--- config.mk ---
export PLATFORM = sky130hd
export DESIGN_NAME = i2c_target_wr
export DESIGN_NICKNAME = d
export VERILOG_FILES = /design/src/rtl/i2c_pkg.sv /design/src/rtl/i2c_sync_edge.sv /design/src/rtl/i2c_target_wr.sv
export SDC_FILE = /design/constraint.sdc
export NUM_CORES = 1
export LEC_CHECK = 0
export CORE_MARGIN = 4
export CORE_UTILIZATION = 56
export DETAILED_ROUTE_END_ITERATION = 8
export PLACE_DENSITY = 0.81
export SYNTH_ARGS = -nofsm -noshare
export SYNTH_HDL_FRONTEND = slang
export SYNTH_HIERARCHICAL = 1
export SYNTH_SLANG_ARGS = --single-unit
--- constraint.sdc ---
create_clock -name clk -period 2.12 [get_ports clk]
set_clock_uncertainty 0.1 [all_clocks]
set_input_delay 0.318 -clock clk [delete_from_list [all_inputs] [get_ports clk]]
set_output_delay 0.318 -clock clk [all_outputs]
set_load 0.02 [all_outputs]
--- src/rtl/i2c_pkg.sv ---
// Shared types and constants for the write-only I2C target.
package i2c_pkg;

  localparam int I2C_ADDR_W   = 7;
  localparam int I2C_BYTE_W   = 8;
  localparam int I2C_FILT_LEN = 3;

  // Protocol position of the target within one bus transaction.
  typedef enum logic [2:0] {
    ST_IDLE,
    ST_ADDR,
    ST_ADDR_ACK,
    ST_REG,
    ST_REG_ACK,
    ST_DATA,
    ST_DATA_ACK,
    ST_IGNORE
  } i2c_tgt_state_t;

endpackage

--- src/rtl/i2c_sync_edge.sv ---
// Two-flop synchronizer for one I2C pad line, with an optional stability
// filter (I2C_TGT_GLITCH_FILTER_EN) and registered rise/fall event pulses.
// level, rise and fall all update on the same clock, so the events and the
// level seen by the consumer always agree.
module i2c_sync_edge
  import i2c_pkg::*;
(
  input  logic clk,
  input  logic rst_n,
  input  logic line_in,
  output logic level,
  output logic rise,
  output logic fall
);

  logic [1:0] sync_q;
  logic       sync_bit;
  logic       take_hi;
  logic       take_lo;

  // Metastability guard; resets to 1 because an idle I2C line is high.
  // NOTE: sequential state uses non-blocking assignments so every flop samples pre-edge values.
  always_ff @(posedge clk or negedge rst_n) begin
    if (!rst_n) sync_q <= 2'b11;
    else        sync_q <= {sync_q[0], line_in};
  end

  assign sync_bit = sync_q[1];

`ifdef I2C_TGT_GLITCH_FILTER_EN
  logic [I2C_FILT_LEN-2:0] hist_q;

  // Sample history: the level may only move once all recent samples agree.
  always_ff @(posedge clk or negedge rst_n) begin
    if (!rst_n) hist_q <= '1;
    else        hist_q <= {hist_q[I2C_FILT_LEN-3:0], sync_bit};
  end

  assign take_hi = sync_bit & (&hist_q);
  assign take_lo = ~sync_bit & ~(|hist_q);
`else
  assign take_hi = sync_bit;
  assign take_lo = ~sync_bit;
`endif

  // Conditioned level plus one-cycle edge events derived from it.
  always_ff @(posedge clk or negedge rst_n) begin
    if (!rst_n) begin
      level <= 1'b1;
      rise  <= 1'b0;
      fall  <= 1'b0;
    end else begin
      rise <= take_hi & ~level;
      fall <= take_lo & level;
      if (take_hi)      level <= 1'b1;
      else if (take_lo) level <= 1'b0;
    end
  end

endmodule

--- src/rtl/i2c_target_wr.sv ---
// Write-only I2C target: decodes START/STOP, matches DEV_ADDR (write only),
// ACKs each byte and emits a one-cycle register write per data byte with an
// auto-incrementing register pointer. Optional input glitch filter is
// enabled by defining I2C_TGT_GLITCH_FILTER_EN.
module i2c_target_wr
  import i2c_pkg::*;
#(
  parameter logic [I2C_ADDR_W-1:0] DEV_ADDR = 7'h2A
) (
  input  logic                  clk,
  input  logic                  rst_n,
  input  logic                  scl_in,
  input  logic                  sda_in,
  output logic                  sda_out,
  output logic                  wr_en,
  output logic [I2C_BYTE_W-1:0] wr_addr,
  output logic [I2C_BYTE_W-1:0] wr_data,
  output logic                  busy
);

  logic scl_lvl, scl_rise, scl_fall;
  logic sda_lvl, sda_rise, sda_fall;
  logic start_det, stop_det;

  i2c_sync_edge u_scl (
    .clk    (clk),
    .rst_n  (rst_n),
    .line_in(scl_in),
    .level  (scl_lvl),
    .rise   (scl_rise),
    .fall   (scl_fall)
  );

  i2c_sync_edge u_sda (
    .clk    (clk),
    .rst_n  (rst_n),
    .line_in(sda_in),
    .level  (sda_lvl),
    .rise   (sda_rise),
    .fall   (sda_fall)
  );

  // SDA may only move while SCL is low, except for START and STOP.
  assign start_det = sda_fall & scl_lvl;
  assign stop_det  = sda_rise & scl_lvl;

  i2c_tgt_state_t        state_q, state_d;
  logic [2:0]            bit_cnt_q, bit_cnt_d;
  logic                  byte_full_q, byte_full_d;
  logic [I2C_BYTE_W-1:0] shreg_q, shreg_d;
  logic [I2C_BYTE_W-1:0] ptr_q, ptr_d;
  logic                  sda_out_d, wr_en_d, busy_d;
  logic [I2C_BYTE_W-1:0] wr_addr_d, wr_data_d;
  logic                  rx_state, byte_done;

  // State, datapath and registered outputs.
  always_ff @(posedge clk or negedge rst_n) begin
    if (!rst_n) begin
      state_q     <= ST_IDLE;
      bit_cnt_q   <= '0;
      byte_full_q <= 1'b0;
      shreg_q     <= '0;
      ptr_q       <= '0;
      sda_out     <= 1'b1;
      wr_en       <= 1'b0;
      wr_addr     <= '0;
      wr_data     <= '0;
      busy        <= 1'b0;
    end else begin
      state_q     <= state_d;
      bit_cnt_q   <= bit_cnt_d;
      byte_full_q <= byte_full_d;
      shreg_q     <= shreg_d;
      ptr_q       <= ptr_d;
      sda_out     <= sda_out_d;
      wr_en       <= wr_en_d;
      wr_addr     <= wr_addr_d;
      wr_data     <= wr_data_d;
      busy        <= busy_d;
    end
  end

  assign rx_state  = state_q inside {ST_ADDR, ST_REG, ST_DATA};
  // A byte is finished on the SCL fall that closes its eighth bit.
  assign byte_done = scl_fall & byte_full_q;

  // Next-state and output decode; STOP outranks START, both outrank bit traffic.
  always_comb begin
    // NOTE: every signal gets a default first so no path can infer a latch.
    state_d     = state_q;
    bit_cnt_d   = bit_cnt_q;
    byte_full_d = byte_full_q;
    shreg_d     = shreg_q;
    ptr_d       = ptr_q;
    sda_out_d   = sda_out;
    wr_en_d     = 1'b0;
    wr_addr_d   = wr_addr;
    wr_data_d   = wr_data;
    busy_d      = busy;

    if (stop_det) begin
      state_d     = ST_IDLE;
      sda_out_d   = 1'b1;
      busy_d      = 1'b0;
      bit_cnt_d   = '0;
      byte_full_d = 1'b0;
    end else if (start_det) begin
      // Also a repeated START: any partial byte is dropped.
      state_d     = ST_ADDR;
      sda_out_d   = 1'b1;
      bit_cnt_d   = '0;
      byte_full_d = 1'b0;
    end else begin
      if (rx_state && scl_rise && !byte_full_q) begin
        shreg_d   = {shreg_q[I2C_BYTE_W-2:0], sda_lvl};
        bit_cnt_d = bit_cnt_q + 3'd1;
        if (bit_cnt_q == 3'd7) byte_full_d = 1'b1;
      end

      unique case (state_q)
        ST_ADDR: begin
          if (byte_done) begin
            byte_full_d = 1'b0;
            if (shreg_q == {DEV_ADDR, 1'b0}) begin
              state_d   = ST_ADDR_ACK;
              sda_out_d = 1'b0;
              busy_d    = 1'b1;
            end else begin
              // Foreign address or a read: stay off the bus until START/STOP.
              state_d = ST_IGNORE;
              busy_d  = 1'b0;
            end
          end
        end
        ST_REG: begin
          if (byte_done) begin
            byte_full_d = 1'b0;
            ptr_d       = shreg_q;
            state_d     = ST_REG_ACK;
            sda_out_d   = 1'b0;
          end
        end
        ST_DATA: begin
          if (byte_done) begin
            byte_full_d = 1'b0;
            wr_en_d     = 1'b1;
            wr_addr_d   = ptr_q;
            wr_data_d   = shreg_q;
            ptr_d       = ptr_q + 8'd1;
            state_d     = ST_DATA_ACK;
            sda_out_d   = 1'b0;
          end
        end
        ST_ADDR_ACK: if (scl_fall) begin sda_out_d = 1'b1; state_d = ST_REG;  end
        ST_REG_ACK:  if (scl_fall) begin sda_out_d = 1'b1; state_d = ST_DATA; end
        ST_DATA_ACK: if (scl_fall) begin sda_out_d = 1'b1; state_d = ST_DATA; end
        default: sda_out_d = 1'b1;
      endcase
    end
  end

endmodule
==> impl_metrics.prom <==
# TYPE chip_impl_metric gauge
chip_impl_info{name="outcome",value="completed"} 1
chip_impl_info{name="commonest_cells_after_routing_fill_and_taps_aside",value="dfrtp_1 (45), clkdlybuf4s50_1 (21), mux2_2 (16)"} 1
chip_impl_metric{name="seq_area_frac_synth",unit="%"} 55.81
chip_impl_metric{name="detailedRoute.firstIterationViolations",unit=""} 122
chip_impl_metric{name="final.min_clock_period",unit="ns"} 1.929
chip_impl_metric{name="final_slew_viol_count",unit=""} 0
chip_impl_metric{name="leakagePower",unit="uW"} 0.001248
chip_impl_info{name="critical_path_class",value="reg2reg"} 1
chip_impl_metric{name="postRouteWirelength",unit="microns"} 4431
chip_impl_metric{name="layout_worst_path_cycle_share",unit="%"} 91.01
chip_impl_info{name="root_buffer",value="clkbuf_8"} 1
chip_impl_metric{name="routed_wire_length_per_instance",unit="microns"} 16.29
chip_impl_info{name="r2r_start",value="state_q[1]$_DFFE_PN0P_"} 1
chip_impl_metric{name="synth_warnings",unit=""} 6
chip_impl_metric{name="min_path_cells",unit=""} 0
chip_impl_metric{name="muxShareOfSynthArea",unit="%"} 14.13
chip_impl_metric{name="internal-power",unit="uW"} 1756
chip_impl_metric{name="insertedDiodeCount",unit=""} 0
chip_impl_metric{name="synthesis.area_per_instance",unit="sq um"} 12.35
chip_impl_info{name="largest_family_of_logic_cells_by_synthesized_area",value="multiplexers"} 1
chip_impl_metric{name="number_of_synthesized_flops_with_an_enable_pin",unit=""} 0
chip_impl_metric{name="finalNonFillerCells",unit=""} 272
chip_impl_metric{name="final_setup_violation_count",unit=""} 0
chip_impl_metric{name="comb_power_share",unit="%"} 23.5
chip_impl_metric{name="timing.final.hold_violations",unit=""} 0
chip_impl_info{name="reg2reg_to",value="wr_data[3]$_DFFE_PN0P_"} 1
chip_impl_metric{name="synth-xor-area-share",unit="%"} 1.066
chip_impl_metric{name="pwr-share-seq",unit="%"} 51.0
chip_impl_metric{name="syn_nets",unit=""} 197
chip_impl_metric{name="final.fill_count",unit=""} 293
chip_impl_metric{name="pin_count",unit=""} 23
chip_impl_metric{name="cts_max_path_buffers",unit=""} 2
chip_impl_metric{name="worstRegToRegCells",unit=""} 5
chip_impl_metric{name="reg2reg_slack",unit="ns"} 0.19
chip_impl_metric{name="die_area",unit="sq um"} 5291
chip_impl_metric{name="avgViaCountPerCell",unit=""} 5.967
chip_impl_metric{name="final_antenna_net_count",unit=""} 0
chip_impl_metric{name="ir_worst_vdd",unit="mV"} 0.6541
chip_impl_metric{name="worst_setup_hold_path_clk_slew",unit="ns"} 0.09
chip_impl_metric{name="slew_headroom",unit="%"} 61.73
chip_impl_metric{name="grt_overflow",unit=""} 0
chip_impl_metric{name="final.setup.tns",unit="ns"} 0
chip_impl_metric{name="grt_usage",unit="%"} 18.97
chip_impl_metric{name="maxClockFrequency",unit="GHz"} 0.5183
chip_impl_metric{name="data_arrival_time_of_the_critical_path",unit="ns"} 2.02
chip_impl_info{name="cp-start-kind",value="flop"} 1
chip_impl_metric{name="num_rows",unit=""} 23
chip_impl_metric{name="area_growth_syn_to_layout",unit="%"} 18.44
chip_impl_metric{name="post-place-cells",unit=""} 263
chip_impl_metric{name="p_sw_share",unit="%"} 31.66
chip_impl_metric{name="synth_async_sr_flop_share",unit="%"} 100.0
chip_impl_metric{name="grt_pass1_wl",unit="microns"} 7721
chip_impl_info{name="mostFrequentLayoutCell",value="dfrtp_1"} 1
chip_impl_metric{name="grt_pass1_vias",unit=""} 1637
chip_impl_metric{name="vias",unit=""} 1623
chip_impl_metric{name="io_buffer_count",unit=""} 22
chip_impl_metric{name="initial_cell_density_of_the_core",unit="%"} 58.26
chip_impl_metric{name="htreeDepth",unit=""} 2
chip_impl_info{name="min_path_type",value="reg2reg"} 1
chip_impl_metric{name="initial_antenna_violation_count",unit=""} 0
chip_impl_info{name="cts_tree",value="yes"} 1
chip_impl_info{name="critical_path_source",value="state_q[1]$_DFFE_PN0P_"} 1
chip_impl_metric{name="dp_hpwl",unit="microns"} 3068
chip_impl_metric{name="power_frac_clock",unit="%"} 25.5
chip_impl_info{name="ys_dominant_reg_cell",value="dfrtp_1"} 1
chip_impl_metric{name="timing.critical_path.required",unit="ns"} 2.21
chip_impl_metric{name="die_x",unit="microns"} 72.74
chip_impl_metric{name="num-nets-final",unit=""} 228
chip_impl_metric{name="clock-sinks",unit=""} 52
chip_impl_metric{name="post_synth_instance_area",unit="sq um"} 2347
chip_impl_metric{name="floorplan.die.height",unit="microns"} 72.74
chip_impl_metric{name="number_of_clock_buffers_inserted_by_tritoncts",unit=""} 5
chip_impl_metric{name="synth_seq_cells",unit=""} 52
chip_impl_metric{name="grt_start_max_net_pins",unit=""} 29
chip_impl_metric{name="post_synth_fa_ha_maj_area_fraction",unit="%"} 1.599
chip_impl_metric{name="worst-slew-pin-transition",unit="ns"} 0.5741
chip_impl_metric{name="worstPathMaxFanout",unit=""} 17
chip_impl_metric{name="syn-instance-count",unit=""} 190
chip_impl_metric{name="pwr_density_cell",unit="nW/um^2"} 924.4
chip_impl_metric{name="synth_cell_type_count",unit=""} 47
chip_impl_info{name="unrepaired_setup_endpoints_after_global_routing",value="false"} 1
chip_impl_metric{name="switchingPower",unit="uW"} 813.6
chip_impl_metric{name="synth-compound-area-share",unit="%"} 11.46
chip_impl_metric{name="post-cts-setup-buffer-count",unit=""} 0
chip_impl_metric{name="cap_violations",unit=""} 0
chip_impl_metric{name="layout-drive-gt1-share",unit="%"} 23.87
chip_impl_metric{name="detailed_routing_iteration_count_for_the_pre_antenna_repair_pass",unit=""} 5
chip_impl_metric{name="finalWeightedCongestion",unit=""} 0.8582
chip_impl_metric{name="design.core.area",unit="sq um"} 4029
chip_impl_info{name="worst_setup_path_end_kind",value="flop"} 1
chip_impl_info{name="critPathCapture",value="wr_data[3]$_DFFE_PN0P_"} 1
chip_impl_metric{name="synth_simple_gate_area_share",unit="%"} 13.49
chip_impl_metric{name="post_detailed_route_drc_marker_count",unit=""} 0
chip_impl_metric{name="clock_latency",unit="ns"} 0.30
-- routing by layer --
metal	vias up	global-route usage [%]	routed length [microns]
met3	7	5.234	211
met1	816	24.89	1991
li1	757	-	-
met2	43	30.76	2181
met5	-	0	0
met4	0	5.943	46
-- timing repair --
item	CTS	global route
hold endpoints to repair	20	0
hold buffers	1	0
gates resized for setup	0	0
-- power groups by stage --
| stage | Combinational, uW | Clock (uW) | Sequential (uW) |
|---|---|---|---|
| global route | 680 | 718 | 1330 |
| CTS | 603 | 675 | 1310 |
| detailed placement | 589 | 0 | 1330 |
| floorplan | 493 | 0 | 1240 |
| finish | 605 | 655 | 1310 |
| global placement | 562 | 0 | 1320 |
-- sequential cells by signal, indices dropped and copies added, names as in the netlist, 2 cells and up --
register	cells
bit_cnt_q	3
ptr_q	8
shreg_q	8
state_q	3
u_scl/sync_q	2
u_sda/sync_q	2
wr_addr	8
wr_data	8
-- Yosys cell counts (2+ instances only) --
cell type / n / share of area (%)
clkbuf_1: 3 / 0.48
mux2_4: 8 / 5.1
dfrtp_1: 45 / 48
a22oi_1: 2 / 0.64
and2b_2: 2 / 0.75
dfstp_2: 7 / 7.8
inv_1: 3 / 0.48
nand3_1: 12 / 2.6
buf_2: 3 / 0.64
o21a_1: 2 / 0.64
mux2_2: 16 / 7.7
a2bb2oi_1: 3 / 1.1
nor2_1: 9 / 1.4
nor2b_1: 4 / 1.1
o21ai_0: 11 / 2.3
a21oi_1: 8 / 1.7
ha_1: 3 / 1.6
nand2_1: 14 / 2.2
a31oi_1: 3 / 0.80
a32oi_1: 2 / 0.75
nand4_1: 2 / 0.53
and4_1: 2 / 0.75
mux2i_1: 2 / 0.85
-- cell families after synthesis --
kind of cell / Yosys count
AOI/OAI and AO/OA: 40
xor gates and xnor gates: 2
adders and majority gates: 3
buffers and inverters: 10
DFF: 52
muxes: 27
and+or+nand+nor: 56
-- cell type report --
type | instances | area [sq um] | share of cell area (%)
Clock buffer | 7 | 76.32 | 2.745
Clock inverter | 1 | 30.03 | 1.080
Inverter | 3 | 11.26 | 0.4050
Multi-Input combinational cell | 128 | 979.7 | 35.24
Sequential cell | 52 | 1310 | 47.12
Tap cell | 50 | 62.56 | 2.250
Timing Repair Buffer | 31 | 310.3 | 11.16
-- worst min-delay path by stage --
stage                                    from                         to  slack, ns
floorplan                               rst_n   bit_cnt_q[0]$_DFFE_PN0P_      -0.08
global placement                        rst_n       u_sda/rise$_DFF_PN0_       0.23
detailed placement                      rst_n       u_sda/fall$_DFF_PN0_       0.25
CTS                 u_sda/sync_q[0]$_DFF_PN1_  u_sda/sync_q[1]$_DFF_PN1_       0.26
global route        u_sda/sync_q[0]$_DFF_PN1_  u_sda/sync_q[1]$_DFF_PN1_       0.26
finish              u_sda/sync_q[0]$_DFF_PN1_  u_sda/sync_q[1]$_DFF_PN1_       0.26
-- stage by stage --
| step | cell area, sq um | total power (uW) | utilization [%] | setup slack (ns) | hold WS [ns] |
|---|---|---|---|---|---|
| 2_1_floorplan | 2347 | 1729 | - | 0.3399 | -0.07759 |
| 3_3_place_gp | 2664 | 1880 | 66.12 | 0.2812 | 0.2291 |
| 3_5_place_dp | 2664 | 1917 | 66.12 | 0.2054 | 0.2459 |
| 4_1_cts | 2780 | 2587 | 69.01 | 0.1989 | 0.2604 |
| 5_1_grt | 2780 | 2732 | 69.01 | 0.08809 | 0.2643 |
| 6_report | 2780 | 2570 | 69.01 | 0.1905 | 0.2594 |
-- worst max-delay path, stage by stage, from the launching register on --
cell and delay, ns:
dfrtp_1 0.56, xor2_2 0.25, nand4_4 0.20, nor2_4 0.17
buf_12 0.18, mux2_2 0.35
(Power assumes the default switching activity.)
